### config.mk
export PLATFORM = sky130hd
export DESIGN_NAME = poly_voice_alloc_mixer
export DESIGN_NICKNAME = d
export VERILOG_FILES = /design/src/rtl/poly_voice_alloc_mixer.sv
export SDC_FILE = /design/constraint.sdc
export NUM_CORES = 1
export LEC_CHECK = 0
export CORE_ASPECT_RATIO = 0.75
export CORE_UTILIZATION = 58
export DETAILED_ROUTE_END_ITERATION = 6
export GPL_TIMING_DRIVEN = 0
export PLACE_DENSITY = 0.85
export SLEW_MARGIN = 30
export SYNTH_ARGS = -nofsm -noshare
export SYNTH_HDL_FRONTEND = slang
export SYNTH_SLANG_ARGS = --single-unit
### constraint.sdc
create_clock -name CLK -period 20.4 [get_ports CLK]
set_input_delay 4.08 -clock CLK [delete_from_list [all_inputs] [get_ports CLK]]
set_output_delay 4.08 -clock CLK [all_outputs]
set_load 0.02 [all_outputs]
### src/rtl/poly_voice_alloc_mixer.sv
// Polyphonic voice allocator (MIDI note-on/off, retrigger, round-robin steal) plus saturating sample mixer.
// Optional macro POLY_CHAN_FILTER_EN: accept only messages on channel MIDI_CHANNEL.
module poly_voice_alloc_mixer #(
    parameter int NUM_VOICES   = 8,
    parameter int SAMPLE_W     = 8,
    parameter int OUT_W        = 12,
    parameter int MIDI_CHANNEL = 0
) (
    input  logic                           CLK,
    input  logic                           RST,
    input  logic [23:0]                    MIDI_MSG,
    input  logic                           MIDI_MSG_RDY,
    input  logic [NUM_VOICES-1:0]          VOICE_BUSY,
    input  logic [NUM_VOICES*SAMPLE_W-1:0] VOICE_SAMPLES,
    input  logic                           SAMPLE_TICK,
    output logic [NUM_VOICES-1:0]          VOICE_NOTE_ON,
    output logic [NUM_VOICES-1:0]          VOICE_NOTE_OFF,
    output logic [6:0]                     VOICE_NOTE,
    output logic [6:0]                     VOICE_VEL,
    output logic [NUM_VOICES-1:0]          NOTE_ON_LED,
    output logic                           MSG_DROP,
    output logic [OUT_W-1:0]               OUTDAT,
    output logic                           OUTDAT_VALID
);
    localparam int PTR_W = $clog2(NUM_VOICES);
    localparam int ACC_W = SAMPLE_W + $clog2(NUM_VOICES);
    localparam int CNT_W = $clog2(NUM_VOICES + 1);

    generate
        if (NUM_VOICES < 2 || MIDI_CHANNEL < 0 || MIDI_CHANNEL > 15) begin : g_bad_param
            $error("poly_voice_alloc_mixer: NUM_VOICES must be >= 2 and MIDI_CHANNEL 0..15");
        end
    endgenerate

    typedef enum logic [1:0] {IDLE, DECIDE, ISSUE} alloc_state_t;
    typedef enum logic {MIDLE, ACC} mix_state_t;

    alloc_state_t state_q, state_d;
    mix_state_t   mix_q, mix_d;

    logic                  rdy_ok;
    logic [3:0]            st_q;
    logic [6:0]            note_q, vel_q;
    logic [NUM_VOICES-1:0] held, target, target_q, match, free;
    logic [6:0]            note_tab [NUM_VOICES];
    logic [PTR_W-1:0]      steal_ptr;
    logic                  steal, steal_q, is_on, is_off;

    logic [CNT_W-1:0]               cnt_q;
    logic [ACC_W-1:0]               acc_q;
    logic [NUM_VOICES*SAMPLE_W-1:0] snap_q;
    logic [OUT_W-1:0]               mix_out;
    logic                           unused_msg_bits;

`ifdef POLY_CHAN_FILTER_EN
    assign rdy_ok = MIDI_MSG_RDY && (MIDI_MSG[19:16] == 4'(MIDI_CHANNEL));
`else
    assign rdy_ok = MIDI_MSG_RDY;
`endif
    assign unused_msg_bits = ^{MIDI_MSG[19:16], MIDI_MSG[15], MIDI_MSG[7]};

    assign NOTE_ON_LED = held;
    assign is_on  = (st_q == 4'h9) && (vel_q != '0);
    assign is_off = (st_q == 4'h8) || ((st_q == 4'h9) && (vel_q == '0));

    always_comb begin
        match = '0;
        free  = '0;
        for (int unsigned i = 0; i < NUM_VOICES; i++) begin
            match[i] = held[i] && (note_tab[i] == note_q);
            free[i]  = !held[i] && !VOICE_BUSY[i];
        end
        target = '0;
        steal  = 1'b0;
        if (is_on) begin
            // x & -x isolates the lowest set bit: lowest-index candidate wins
            if (|match)
                target = match & (-match);
            else if (|free)
                target = free & (-free);
            else begin
                target = NUM_VOICES'(1) << steal_ptr;
                steal  = 1'b1;
            end
        end else if (is_off) begin
            target = match;
        end
    end

    always_comb begin
        state_d = state_q;
        case (state_q)
            IDLE:    if (rdy_ok) state_d = DECIDE;
            DECIDE:  state_d = ISSUE;
            ISSUE:   state_d = IDLE;
            default: state_d = IDLE;
        endcase
    end

    always_ff @(posedge CLK or posedge RST) begin
        if (RST) begin
            state_q        <= IDLE;
            st_q           <= '0;
            note_q         <= '0;
            vel_q          <= '0;
            target_q       <= '0;
            steal_q        <= 1'b0;
            held           <= '0;
            steal_ptr      <= '0;
            VOICE_NOTE_ON  <= '0;
            VOICE_NOTE_OFF <= '0;
            VOICE_NOTE     <= '0;
            VOICE_VEL      <= '0;
            MSG_DROP       <= 1'b0;
            for (int unsigned i = 0; i < NUM_VOICES; i++) note_tab[i] <= '0;
        end else begin
            state_q        <= state_d;
            VOICE_NOTE_ON  <= '0;
            VOICE_NOTE_OFF <= '0;
            MSG_DROP       <= rdy_ok && (state_q != IDLE);
            case (state_q)
                IDLE: if (rdy_ok) begin
                    st_q   <= MIDI_MSG[23:20];
                    note_q <= MIDI_MSG[14:8];
                    vel_q  <= MIDI_MSG[6:0];
                end
                DECIDE: begin
                    target_q <= target;
                    steal_q  <= steal;
                end
                ISSUE: begin
                    if (is_on) begin
                        VOICE_NOTE_ON <= target_q;
                        VOICE_NOTE    <= note_q;
                        VOICE_VEL     <= vel_q;
                        held          <= held | target_q;
                        for (int unsigned i = 0; i < NUM_VOICES; i++)
                            if (target_q[i]) note_tab[i] <= note_q;
                        if (steal_q)
                            steal_ptr <= (steal_ptr == PTR_W'(NUM_VOICES - 1)) ? '0 : steal_ptr + 1'b1;
                    end else if (is_off) begin
                        VOICE_NOTE_OFF <= target_q;
                        held           <= held & ~target_q;
                    end
                end
                default: ;
            endcase
        end
    end

    generate
        if (ACC_W > OUT_W) begin : g_sat
            localparam logic [ACC_W-1:0] OUT_MAX = {{(ACC_W-OUT_W){1'b0}}, {OUT_W{1'b1}}};
            assign mix_out = (acc_q > OUT_MAX) ? '1 : acc_q[OUT_W-1:0];
        end else begin : g_ext
            assign mix_out = OUT_W'(acc_q);
        end
    endgenerate

    always_comb begin
        mix_d = mix_q;
        case (mix_q)
            MIDLE:   if (SAMPLE_TICK) mix_d = ACC;
            ACC:     if (cnt_q == CNT_W'(NUM_VOICES)) mix_d = MIDLE;
            default: mix_d = MIDLE;
        endcase
    end

    // Snapshot is shifted down one voice per cycle so the adder always reads the low slot
    always_ff @(posedge CLK or posedge RST) begin
        if (RST) begin
            mix_q        <= MIDLE;
            cnt_q        <= '0;
            acc_q        <= '0;
            snap_q       <= '0;
            OUTDAT       <= '0;
            OUTDAT_VALID <= 1'b0;
        end else begin
            mix_q        <= mix_d;
            OUTDAT_VALID <= 1'b0;
            case (mix_q)
                MIDLE: if (SAMPLE_TICK) begin
                    snap_q <= VOICE_SAMPLES;
                    acc_q  <= '0;
                    cnt_q  <= '0;
                end
                ACC: begin
                    if (cnt_q == CNT_W'(NUM_VOICES)) begin
                        OUTDAT       <= mix_out;
                        OUTDAT_VALID <= 1'b1;
                    end else begin
                        acc_q  <= acc_q + ACC_W'(snap_q[SAMPLE_W-1:0]);
                        snap_q <= snap_q >> SAMPLE_W;
                        cnt_q  <= cnt_q + 1'b1;
                    end
                end
                default: ;
            endcase
        end
    end
endmodule

==> flow_summary.ini <==
[timing]
worst_slew_pin_slew_ns = 0.740
slew_viol_final = 0
fmax_mhz = 167
relSlewSlack = 0.505
timing.final.crit_share = 0.294
report.final.setup_viol = 0
skew_ns = 0.00917
fin_crit_ns = 6.00
fin_tns_setup_ns = 0
grt_setup_unrepaired = false
hold_violations = 0

[setup_path]
slowest_delay_ns = 0.61
cp_common_cell = buf_1
path_buf_inv = 3
start_kind = primary input
cp_max_fo = 10
worstPathArrival_ns = 6.39
crit_slowest_cell = buf_1
path_cells = clkdlybuf4s50_1, nor3b_1, buf_1, buf_1, mux2_2
end_kind = flip-flop
critPathTopFamily = buffers and inverters
critPathKind = in -> reg
crit_required_ns = 20.78

[clock_network]
cts_buffers = 22
clk_pin_slew_ns = 0.06
cts_tree = yes
cts_htree_levels = 1
cts_setup_buffers = 0
insertion_delay_ns = 0.50
cts_root_buf = clkbuf_16
cts_resized = 0
postCtsHoldBufs = 0
cts.sinks = 219
clockBufferDepth = 3

[grt]
grt_pass1_wl_um = 38100
grt_overflow = 0
antenna_found_initial = 1
track_usage = 0.288
grt_max_degree = 82
grt_pass1_vias = 7130

[finish]
syn2layout_area_growth_pct = 26.0
layout-drive-gt1-share = 0.152
fillers = 1029
finalNetCount = 1095
diodes = 0
final_common_cell = dfrtp_1
final_cell_mix = 219 x dfrtp_1, 144 x clkdlybuf4s50_1, 87 x mux2_2

[synth]
synth.cell_area_sq_um = 9690
syn_area_per_cell_sq_um = 12.0
synth_seq_cells = 219
synthFlopType = dfrtp_1
synth.distinct_cells = 52
ys_async_sr_fraction = 1.00
yosysSeqAreaShare = 0.565
yosysWarnings = 0
synth_top_cell_area_share = 0.565
synth.top_cells.by_area = dfrtp_1 57%, mux2_2 10%, a222oi_1 5.8%, xnor2_1 4.9%, inv_1 2.7%
synth_edf_count = 0
yosys.area.top_type = dfrtp_1
netlist_instances = 808
syn_nets = 925

[detailed_routing]
first_pass_iters = 7
drc = 0
dr_total_vias = 7189
viasPerCell = 5.99
drt_iter0_drc = 722
wl_um = 23800
wl_per_cell_um = 19.8
postRouteAntennaNets = 0

[die]
rows = 40
die_w_um = 151
fp.dieH_um = 114
start_util = 0.600
io_pins = 152
dieArea_sq_um = 17200
coreArea_sq_um = 16200

[power]
vdd_ir_drop_max_mv = 0.0668
total_power_mw = 1.48
p_leak_nw = 5.89
p_per_area_nw_per_um2 = 121

[run]
maxCapViolCount = 0

[placed_design]
routabilityCongestion = 0.902
numPortBuffers = 144
dpl.hpwl_um = 16700

[hold_path]
hold_path_class = reg -> reg

[run_status]
status = complete, no violations
-- worst min-delay path, stage by stage, from the launching register on --
cell and delay [ns]:
dfrtp_1 0.34, nand2_1 0.05, nand2_1 0.05
-- per-layer routing --
metal | vias up | wire (um) | track usage
met4 | 0 | 654 | 0.0793
li1 | 3214 | - | -
met1 | 3607 | 10800 | 0.429
met3 | 48 | 1760 | 0.0504
met5 | - | 0 | 0
met2 | 320 | 10700 | 0.436
-- stage by stage --
step,util,setup slack [ns],hold slack [ns],cells,cell area [sq um]
6_report,0.756,14.40,0.471,1201,12200
5_1_grt,0.756,14.28,0.505,1201,12200
4_1_cts,0.756,14.43,0.477,1201,12200
3_5_place_dp,0.709,14.00,0.462,1164,11500
3_3_place_gp,0.705,7.71,0.457,1162,11400
2_1_floorplan,-,10.33,0.450,808,9690
-- sequential cells by signal, indices dropped and copies added, names as in the netlist, 8 cells and up, named ones only --
name	flops
VOICE_NOTE_ON	8
OUTDAT	11
note_tab	56
snap_q	64
acc_q	11
VOICE_NOTE_OFF	8
target_q	8
-- cells by family after synthesis --
family,after synthesis,synth area share
buffers and inverters,115,0.0516
muxes,89,0.103
AOI/OAI and AO/OA,141,0.117
adders and majority gates,17,0.0227
xor gates and xnor gates,67,0.0605
and+or+nand+nor,159,0.0789
other,1,0.000387
DFF,219,0.565
-- Yosys cell counts (all sizes together), types with 6 or more instances --
| library cell | n |
|---|---|
| clkbuf | 31 |
| dfrtp | 219 |
| nor3 | 6 |
| nand4 | 16 |
| buf | 15 |
| xor2 | 13 |
| o22ai | 6 |
| ha | 16 |
| a21o | 12 |
| a21oi | 18 |
| nor2 | 50 |
| a22o | 10 |
| xnor2 | 54 |
| a222oi | 56 |
| o21ai | 22 |
| nand2 | 64 |
| inv | 69 |
| mux2 | 89 |
-- final timing paths --
path,from,endpoint,slack (ns),cells after the start
hold / removal,OUTDAT[2],OUTDAT[2],0.47,2
hold reg to reg,OUTDAT[2],OUTDAT[2],0.47,2
max in group asynchronous,RST,note_tab[16],15.62,3
min in group asynchronous,RST,OUTDAT_VALID,4.00,2
setup reg to reg,st_q[1],note_tab[40],17.81,6
setup / recovery,MIDI_MSG_RDY,vel_q[3],14.40,5
-- power by group --
part | leakage [nW] | total, mW | internal, mW | switching [mW]
sequential | 2.93 | 0.596 | 0.529 | 0.0664
combinational | 2.59 | 0.459 | 0.199 | 0.259
clock | 0.374 | 0.421 | 0.257 | 0.164
-- area by class of cell --
type,instances,area (sq um),area share
buffer,46,241,0.0198
clock buffer,30,642,0.0526
clock inverter,7,114,0.00932
inverter,69,267,0.0218
multi-input combinational,474,3710,0.304
sequential,219,5480,0.449
tap,210,263,0.0215
timing repair buffer,146,1500,0.123
No activity file was read; power rests on OpenSTA's default activity.
